$ cat src/rtl/rsa_modexp_unit.sv
// Modular exponentiation (left-to-right square-and-multiply, bit-serial modmul).
// Optional macro RSA_SKIP_LEADING_ZEROS_EN: start the exponent scan at its highest set bit.
//
// state | meaning
// IDLE  | waiting for en_rsa & rst_rsa
// LOAD  | latch operands, check them, pick first exponent bit
// SQR   | acc = acc*acc mod n, WIDTH cycles
// MUL   | acc = acc*m mod n, WIDTH cycles
// DONE  | publish cipher, eoc_rsa_unit high for one cycle
// HOLD  | parked until the sequencer drops en_rsa or rst_rsa
module rsa_modexp_unit #(
   parameter int WIDTH = 8
) (
   input  logic             clk,
   input  logic             rst,
   input  logic             en_rsa,
   input  logic             rst_rsa,
   input  logic [WIDTH-1:0] plain,
   input  logic [WIDTH-1:0] exponent,
   input  logic [WIDTH-1:0] modulus,
   output logic [WIDTH-1:0] cipher,
   output logic             eoc_rsa_unit,
   output logic             busy,
   output logic             err
);

   localparam int IW = $clog2(WIDTH);

   typedef enum logic [2:0] {
      IDLE = 3'd0,
      LOAD = 3'd1,
      SQR  = 3'd2,
      MUL  = 3'd3,
      DONE = 3'd4,
      HOLD = 3'd5
   } state_t;

   state_t           r_state;
   state_t           w_state_nxt;

   logic [WIDTH-1:0] r_m;
   logic [WIDTH-1:0] r_e;
   logic [WIDTH-1:0] r_n;
   logic [WIDTH-1:0] r_acc;
   logic [WIDTH+1:0] r_p;
   logic [IW-1:0]    r_bcnt;
   logic [IW-1:0]    r_idx;
   logic [WIDTH-1:0] r_cipher;
   logic             r_err;

   logic             w_bad;
   logic             w_op_done;
   logic [IW-1:0]    w_idx_start;
   logic [WIDTH+1:0] w_n_ext;
   logic [WIDTH+1:0] w_y_ext;
   logic [WIDTH+1:0] w_p_dbl;
   logic [WIDTH+1:0] w_p_r1;
   logic [WIDTH+1:0] w_p_add;
   logic [WIDTH+1:0] w_p_nxt;

   assign w_bad     = (modulus < WIDTH'(2)) || (plain >= modulus);
   assign w_op_done = (r_bcnt == '0);

   always_comb begin
      w_idx_start = IW'(WIDTH - 1);
`ifdef RSA_SKIP_LEADING_ZEROS_EN
      w_idx_start = '0;
      for (int k = 0; k < WIDTH; k++) begin
         if (exponent[k]) w_idx_start = IW'(k);
      end
`endif
   end

   // One interleaved step: P = 2P + x[j]*y, reduced twice so P stays below n.
   assign w_n_ext = {2'b00, r_n};
   assign w_y_ext = (r_state == MUL) ? {2'b00, r_m} : {2'b00, r_acc};
   assign w_p_dbl = r_p << 1;
   assign w_p_r1  = (w_p_dbl >= w_n_ext) ? (w_p_dbl - w_n_ext) : w_p_dbl;
   assign w_p_add = r_acc[r_bcnt] ? (w_p_r1 + w_y_ext) : w_p_r1;
   assign w_p_nxt = (w_p_add >= w_n_ext) ? (w_p_add - w_n_ext) : w_p_add;

   always_ff @(posedge clk) begin
      if (rst) r_state <= IDLE;
      else     r_state <= w_state_nxt;
   end

   always_comb begin
      w_state_nxt  = r_state;
      eoc_rsa_unit = (r_state == DONE);
      busy         = (r_state == LOAD) || (r_state == SQR) || (r_state == MUL);
      if (!rst_rsa) begin
         w_state_nxt = IDLE;
      end else if (!en_rsa) begin
         // HOLD is the only state that reacts to a dropped enable
         if (r_state == HOLD) w_state_nxt = IDLE;
      end else begin
         case (r_state)
            IDLE: w_state_nxt = LOAD;
            LOAD: w_state_nxt = (w_bad || exponent == '0) ? DONE : SQR;
            SQR: begin
               if (w_op_done) begin
                  if (r_e[r_idx])          w_state_nxt = MUL;
                  else if (r_idx == '0)    w_state_nxt = DONE;
                  else                     w_state_nxt = SQR;
               end
            end
            MUL: begin
               if (w_op_done) w_state_nxt = (r_idx == '0) ? DONE : SQR;
            end
            DONE:    w_state_nxt = HOLD;
            HOLD:    w_state_nxt = HOLD;
            default: w_state_nxt = IDLE;
         endcase
      end
   end

   always_ff @(posedge clk) begin
      if (rst) begin
         r_m      <= '0;
         r_e      <= '0;
         r_n      <= '0;
         r_acc    <= '0;
         r_p      <= '0;
         r_bcnt   <= '0;
         r_idx    <= '0;
         r_cipher <= '0;
         r_err    <= 1'b0;
      end else if (!rst_rsa) begin
         r_cipher <= '0;
         r_err    <= 1'b0;
      end else if (en_rsa) begin
         case (r_state)
            LOAD: begin
               r_m      <= plain;
               r_e      <= exponent;
               r_n      <= modulus;
               r_acc    <= WIDTH'(1);
               r_p      <= '0;
               r_bcnt   <= IW'(WIDTH - 1);
               r_idx    <= w_idx_start;
               r_err    <= w_bad;
               r_cipher <= (!w_bad && exponent == '0) ? WIDTH'(1) : '0;
            end
            SQR, MUL: begin
               if (w_op_done) begin
                  r_acc  <= w_p_nxt[WIDTH-1:0];
                  r_p    <= '0;
                  r_bcnt <= IW'(WIDTH - 1);
                  if (w_state_nxt == SQR)  r_idx    <= r_idx - 1'b1;
                  if (w_state_nxt == DONE) r_cipher <= w_p_nxt[WIDTH-1:0];
               end else begin
                  r_p    <= w_p_nxt;
                  r_bcnt <= r_bcnt - 1'b1;
               end
            end
            default: ;
         endcase
      end
   end

   assign cipher = r_cipher;
   assign err    = r_err;

endmodule

$ cat config.mk
export PLATFORM = sky130hd
export DESIGN_NAME = rsa_modexp_unit
export DESIGN_NICKNAME = d
export VERILOG_FILES = /design/src/rtl/rsa_modexp_unit.sv
export SDC_FILE = /design/constraint.sdc
export NUM_CORES = 1
export LEC_CHECK = 0
export ABC_AREA = 1
export CAP_MARGIN = 20
export CORE_ASPECT_RATIO = 1.75
export CORE_MARGIN = 1.5
export CORE_UTILIZATION = 44
export CTS_CLUSTER_DIAMETER = 80
export DETAILED_ROUTE_END_ITERATION = 12
export GPL_TIMING_DRIVEN = 0
export MAX_ROUTING_LAYER = met4
export PLACE_DENSITY = 0.65
export SYNTH_ARGS = -nofsm -noshare
export SYNTH_HDL_FRONTEND = slang
export SYNTH_SLANG_ARGS = --single-unit
$ cat constraint.sdc
create_clock -name clk -period 4.6 [get_ports clk]
set_clock_uncertainty 0.05 [all_clocks]
set_input_delay 0.69 -clock clk [delete_from_list [all_inputs] [get_ports clk]]
set_output_delay 0.69 -clock clk [all_outputs]
set_load 0.005 [all_outputs]
Yosys cells after proc, flatten, opt, wreduce, memory -nomap -nowiden
Index checks and enable logic that the tools add are counted.
{"block": "totals", "romBits": 0, "mem_bits_rw": 0, "regBits": 59, "latch_bits": 0, "inputBits": 28, "word_cells": 82, "n_memories": 0, "output_inout_bits": 11}
{"block": "op_classes", "muxes": 30, "shift": 0, "n_div": 0, "multipliers": 0, "add_sub_neg": 5, "n_bitwise": 1, "eq_ne": 10, "order_cmp": 6, "reduce_logical": 20}
{"op": "2-to-1 mux 3 bit", "count": 11}
{"op": "2-to-1 mux 8 bit", "count": 4}
{"op": "case mux 8 bit (2 select lines)", "count": 2}
{"op": "greater-or-equal comparator 10 x 8 -> 1 bit", "count": 2}
{"op": "2-to-1 mux 10 bit", "count": 2}
{"op": "2-to-1 mux 9 bit", "count": 2}
{"op": "case mux 9 bit (2 select lines)", "count": 1}
{"op": "case mux 3 bit (5 select lines)", "count": 1}
{"op": "case mux 3 bit (2 select lines)", "count": 2}
{"op": "adder 10 x 8 -> 10 bit", "count": 1}
{"op": "subtractor 10 x 8 -> 10 bit", "count": 1}
{"op": "== test 3 x 2 -> 1 bit, second input constant", "count": 3}
{"op": "== test 3 bit, second input constant", "count": 3}
{"op": "zero test 3 bit", "count": 3}
{"op": "subtractor 9 x 8 -> 9 bit", "count": 1}
{"op": "greater-or-equal comparator 8 bit", "count": 1}
{"op": "zero test 8 bit", "count": 1}
{"op": "less-than comparator 3 x 4 -> 1 bit, second input constant", "count": 2}
{"op": "less-than comparator 8 x 2 -> 1 bit, second input constant", "count": 1}
{"op": "AND reduction 4 bit", "count": 2}
{"op": "binary-select mux 1 bit (select 3 bit)", "count": 2}
{"op": "!= test 2 bit, second input constant", "count": 3}
{"op": "AND reduction 3 bit", "count": 2}
{"op": "OR reduction 2 bit", "count": 3}
{"op": "10 further kinds", "count": 16}

Depth between registers and ports, before layout
{"block": "depth", "word_depth": 11, "mapped_depth": 33, "ltp_nobuf": 32}

Worst setup path after synthesis
Ideal clock, no wire load.
{"block": "synth_timing", "kind": "register -> register", "start": "register r_n[1]", "end": "register r_cipher[7] (netlist: cipher[7])", "arrival_ns": 4.237, "required_ns": 4.486, "path_stages_with_launch": 32, "n_path_buf": 1, "path_slack_ns": 0.248, "synth_period_minus_slack_ns": 4.352, "cell_sequence": "dfxtp_1 -> inv_1 -> ha_1 -> ha_1 -> nand2_1 -> nor2_1 -> nand2_1 -> nand4_2 -> buf_4 -> o21ai_0 -> inv_1 -> ha_1 -> a21oi_1 -> o21a_1 -> nand2_1 -> or2_2 -> nand2_1 -> nand2_1 -> nand2_1 -> inv_1 -> ha_1 -> a21oi_1 -> inv_1 -> nor2_1 -> nand3_1 -> nor2_8 -> nand3_4 -> nand2_1 -> nand3_1 -> nand3_1 -> nand2_1 -> nor2_1"}
{"block": "synth_via", "elab_chain_cells": 9, "word_cells_on_any_way": 11, "classes_between": "add/sub: 3; order compare: 2; mux: 6"}
{"element": "start, declared", "line": "43", "text": "logic [WIDTH-1:0] r_n;"}
{"element": "start signal, assigned", "line": "136", "text": "r_n <= modulus;"}
{"element": "subtractor 10 x 8 -> 10 bit or greater-or-equal comparator 10 x 8 -> 1 bit (tied branches)", "line": "78", "text": "assign w_p_r1 = (w_p_dbl >= w_n_ext) ? (w_p_dbl - w_n_ext) : w_p_dbl;"}
{"element": "2-to-1 mux 10 bit", "line": "78"}
{"element": "adder 10 x 8 -> 10 bit", "line": "79", "text": "assign w_p_add = r_acc[r_bcnt] ? (w_p_r1 + w_y_ext) : w_p_r1;"}
{"element": "2-to-1 mux 10 bit", "line": "79"}
{"element": "subtractor 9 x 8 -> 9 bit or greater-or-equal comparator 10 x 8 -> 1 bit (tied branches)", "line": "80", "text": "assign w_p_nxt = (w_p_add >= w_n_ext) ? (w_p_add - w_n_ext) : w_p_add;"}
{"element": "2-to-1 mux 9 bit *", "line": "80"}
{"element": "2-to-1 mux 8 bit *", "line": "150", "text": "if (w_state_nxt == DONE) r_cipher <= w_p_nxt[WIDTH-1:0];"}
{"element": "2-to-1 mux 8 bit *", "line": "145", "text": "if (w_op_done) begin"}
{"element": "case mux 8 bit (2 select lines) *", "line": "132", "text": "case (r_state)"}
{"element": "end signal, assigned", "line": "142", "text": "r_cipher <= (!w_bad && exponent == '0) ? WIDTH'(1) : '0;"}
{"element": "end signal, assigned", "line": "150"}
{"element": "end, declared", "line": "48", "text": "logic [WIDTH-1:0] r_cipher;"}
Every way passes the cells marked *; elsewhere a longest branch is shown, timed or not. The select of a mux whose other input is x is not followed.
A chain may end at the register's enable or synchronous reset.

Worst setup path after layout
{"block": "layout_timing", "start": "register r_p[0]", "end": "register r_cipher[5] (netlist: cipher[5])"}
{"block": "layout_via", "elab_chain_cells": 9, "word_cells_on_any_way": 11, "classes_between": "add/sub: 3; order compare: 2; mux: 6"}
{"element": "start, declared", "line": "45", "text": "logic [WIDTH+1:0] r_p;"}
{"element": "start signal, assigned", "line": "152", "text": "r_p <= w_p_nxt;"}
{"element": "subtractor 10 x 8 -> 10 bit or greater-or-equal comparator 10 x 8 -> 1 bit (tied branches)", "line": "78"}
{"element": "2-to-1 mux 10 bit *", "line": "78"}
{"element": "adder 10 x 8 -> 10 bit", "line": "79"}
{"element": "2-to-1 mux 10 bit *", "line": "79"}
{"element": "subtractor 9 x 8 -> 9 bit or greater-or-equal comparator 10 x 8 -> 1 bit (tied branches)", "line": "80"}
{"element": "2-to-1 mux 9 bit *", "line": "80"}
{"element": "2-to-1 mux 8 bit *", "line": "150"}
{"element": "2-to-1 mux 8 bit *", "line": "145"}
{"element": "case mux 8 bit (2 select lines) *", "line": "132"}
Marks and branches as above.

==> impl.org <==
** GRT
- Layer with the highest usage :: met2
- Overflow left after global routing :: 0
- Vias in the first global route :: around 4600
- Total routing resource utilization after global routing :: 27.77%
- The first global-routing pass estimated 21960 um of wire.
- In the global route stage, met2 resource usage came out at about half.
- Met1 usage in global routing :: 26.50%
- Met3 GRT Util :: under 10%
- Entering global routing, the biggest net connects 11 pins.
- Number of antenna violations at the first check in global routing :: 0

** Synth
- Counting flops with a built-in enable in the synthesized netlist gives 0.
- Counting every instance in the synthesized netlist gives 699.
- A synthesized cell averages ~6.4 um2.
- Most used flip-flop cell after synthesis :: dfxtp_1
- In this run, distinct cell masters in the synthesized netlist total 42.
- Share of synthesized registers carrying an async set or reset :: 0%
- When the netlist entered floorplanning its net count stood at 766.
- Flop and latch count out of synthesis :: 59
- Post-synth design cell area :: 4494 um2
- The share of the Yosys chip area taken by registers is 26.28%.
- Yosys warnings :: 0

** Finish
- P&R area growth vs syn :: 33.88%
- The finished cells cover 6017 um2.
- Final Core Density :: 60.72%
- The count of cells in the finished layout, fillers not included, comes to 902.
- Share of layout cells above drive strength 1 :: approximately a fifth
- Number of antenna cells inserted :: 0
- Net count of the finished layout :: 839

** Setup path
- End of the worst register-to-register path :: cipher[5]$_SDFFE_PP0P_
- The critical path ends at cipher[5]$_SDFFE_PP0P_.
- At the worst endpoint, the required time is 4.83 ns.
- Crit path max fanout :: 5
- CP Data Arrival Time :: 4.76 ns
- STA classifies the critical path startpoint as a register.
- The critical path starts at r_p[0]$_SDFFE_PP0P_.
- Register-to-register setup slack :: 0.07 ns
- Combined buffer and inverter count along the critical path :: 5
- For this design, the slowest cell found on the critical path is dfxtp_4.
- Max stage delay on crit path :: between 0.3 and 0.4 ns
- Stages on the worst setup path :: 29
- FF-to-FF Start :: r_p[0]$_SDFFE_PP0P_
- STA classifies the critical path endpoint as a register.
- The worst setup path is of the reg -> reg kind.
- Top cell family by delay on the critical path :: simple AND/OR/NAND/NOR gates
- Most prevalent standard cell on the critical path :: nand2_1
- Worst Reg2Reg Path Length in Cells :: 29

** Clock tree
- H-tree level count :: 3
- In this run the deepest clock path goes through 2 buffers.
- TritonCTS built the clock tree.
- Clock tree synthesis found a total of 59 sinks.
- Hold-fix buffer count after cts :: 0
- Number of buffers created by CTS :: 9
- The cell sitting at the root of the clock tree is a clkbuf_16.
- Clock latency on the worst-skew pair, taken at its later pin, is 0.34 ns.
- After clock tree synthesis, the clock-pin slew on the worst setup and hold paths is 0.05 ns.

** Timing
- Based on the critical path, the design can be clocked at up to 220.8 MHz.
- Actual transition at the worst max-transition pin :: 0.7082 ns
- Setup violations remaining at the end of the flow were counted as 0.
- Hold Violations, Final :: 0
- Headroom to the max-slew limit came out at 52.79%.
- Count of pins over their slew limit :: 0
- The worst path in the final design needs a cycle of 4.529 ns, including I/O delays and setup.
- After layout, the worst path uses 98.47% of the clock period.

** Drt
- Detailed routing inserted a total of 4903 vias.
- Post-route DRC violation count :: 0
- Iteration-0 DRC count of the detailed router :: 225
- Routed wire per std cell :: around 16 um
- Once detail routing completed, the nets flagged for antenna violations numbered 0.
- Pre-Repair DR Iteration Count :: 7
- Summed over all layers, the routed wires come to 14730 um.
- DR vias/cell :: 5.436

** Die
- Die extent in x :: slightly below 80 um
- Area inside the core boundary :: 9910 um2
- Once the floorplan was initialized, standard cells occupied 45.35% of the core.
- In this run the core area contains 48 standard-cell rows.
- The die is 136.7 um tall.
- The floorplan step defined a die boundary enclosing ~11000 um2.
- Number of top-level pins :: 39

** Status
- Result of the run :: completed

** Placed design
- After detailed placement, the design holds a cell count of 861.
- Port buffering added 37 buffers.
- DP Area :: 5021 um2
- DP Wirelength :: ~11000 um
- Gpl congestion :: 0.9349

** Worst hold path
- Class of the tightest hold or removal check :: reg -> reg

** Power
- Worst-case vdd ir drop :: 0.2051 mV
- Dividing total power by cell area gives a power density of 334.9 nW/um2.
- Summed over all cells, the static leakage comes to 2.691 nW.
- Total power for the finished layout comes to 0.002015 W.

** Flow run
- Number of maximum-capacitance violations :: 0
==> layer usage <==
layer | vias up | share of wire [%]
li1 | 2432 | -
met1 | 2311 | 36
met2 | 108 | 55
met3 | 52 | 2.9
met4 | 0 | 6.5
met5 | - | 0
==> cells in the mapped netlist (4+ instances only) <==
cell,number,area share (%)
dfxtp_1,59,26
nand3_1,55,6.1
nor2_1,82,6.8
nand2_2,5,0.70
inv_2,5,0.42
a21oi_1,66,7.3
ha_1,36,10
clkbuf_1,13,1.1
nor2_2,4,0.56
xor2_1,9,1.8
inv_1,89,7.4
nand2_1,154,13
o21ai_1,6,0.67
xnor2_1,7,1.4
o21ai_0,52,5.8
nand4_1,10,1.4
==> worst register-to-register path: cells and delay by family (launching register included) <==
kind,cells,cell delay [ns]
simple gates,18,2.11
xor+xnor,1,0.19
compound gates,2,0.31
flops,1,0.36
fa+ha+maj,3,0.93
buf+inv,5,0.54
==> worst min-delay path by stage <==
stage / startpoint / end / slack, ns / cells past startpoint
after floorplan: r_e[5]$_SDFFE_PP0P_ / r_e[5]$_SDFFE_PP0P_ / 0.38 / 2
after global placement: r_e[5]$_SDFFE_PP0P_ / r_e[5]$_SDFFE_PP0P_ / 0.39 / 2
after detailed placement: r_e[5]$_SDFFE_PP0P_ / r_e[5]$_SDFFE_PP0P_ / 0.40 / 2
after CTS: r_e[5]$_SDFFE_PP0P_ / r_e[5]$_SDFFE_PP0P_ / 0.41 / 2
after global routing: r_e[5]$_SDFFE_PP0P_ / r_e[5]$_SDFFE_PP0P_ / 0.46 / 2
final: r_e[5]$_SDFFE_PP0P_ / r_e[5]$_SDFFE_PP0P_ / 0.41 / 2
==> power breakdown <==
part / internal (W) / switching [W]
clock network: 0.000430 / 0.000239
registers: 0.000524 / 0.0000110
logic: 0.000339 / 0.000472
==> metrics by stage <==
stage	setup slack, ns	setup TNS [ns]	hold slack (ns)
floorplan	0.2485	0	0.3797
global placement	-0.4209	-8.175	0.3939
detailed placement	-0.4804	-9.551	0.3967
CTS	0.0005720	0	0.4053
global route	-0.1918	-2.068	0.4585
finish	0.07060	0	0.4054
==> flip-flops by register name, indices dropped and copies added, names as in the netlist <==
signal and count:
r_state 3, cipher 8, r_e 8, r_m 8, r_acc 8, err 1, r_n 8, r_bcnt 3
r_p 9, r_idx 3
==> layout make-up <==
type                            instances  area (um2)
Buffer                                 18       85.08
Clock buffer                           11       242.7
Clock inverter                          5       52.55
Fill cell                             966        3892
Inverter                               95       361.6
Multi-Input combinational cell        527        3347
Sequential cell                        59        1190
Tap cell                              125       156.4
Timing Repair Buffer                   62       581.8
==> timing repair <==
action,4_1_cts,5_1_grt
cloned,2,0
endpoints found under the setup margin,25,25
buffers inserted,6,18
endpoints found under the hold margin,0,0
pin swaps,4,31
resized for setup,29,88
==> logic make-up (layout without fill, tap and decap cells) <==
kind of cell,after synthesis,after routing,synth area share (%)
mux,3,3,0.7516
simple gates,329,330,32.29
buf+inv,114,191,9.827
fa+ha+maj,39,39,11.36
compound gates,139,139,16.37
xor+xnor,16,16,3.118
flops,59,59,26.28
==> cell usage in the layout, fill, tap and decap left out, types with 3 or more instances in the layout <==
cell             Yosys  final
nand2_1            154    135
nor2_1              82     78
inv_1               89     78
a21oi_1             66     58
dfxtp_1             59     56
o21ai_0             52     45
nand3_1             55     44
clkdlybuf4s50_1      0     37
buf_4                3     23
nand2_2              5     21
ha_1                36     17
ha_4                 0     16
inv_2                5     15
nand3_2              3     13
clkbuf_1            13     13
nand4_1             10     10
a21oi_2              1      9
xor2_1               9      9
clkbuf_16            0      9
nor2_2               4      7
o21ai_1              6      7
xnor2_1              7      7
o21ai_2              1      5
nand2_4              1      4
buf_6                0      4
nand3b_1             3      3
mux2_2               3      3
nand3_4              1      3
ha_2                 0      3
clkinv_2             0      3
Power figures use the tool's default switching activity.
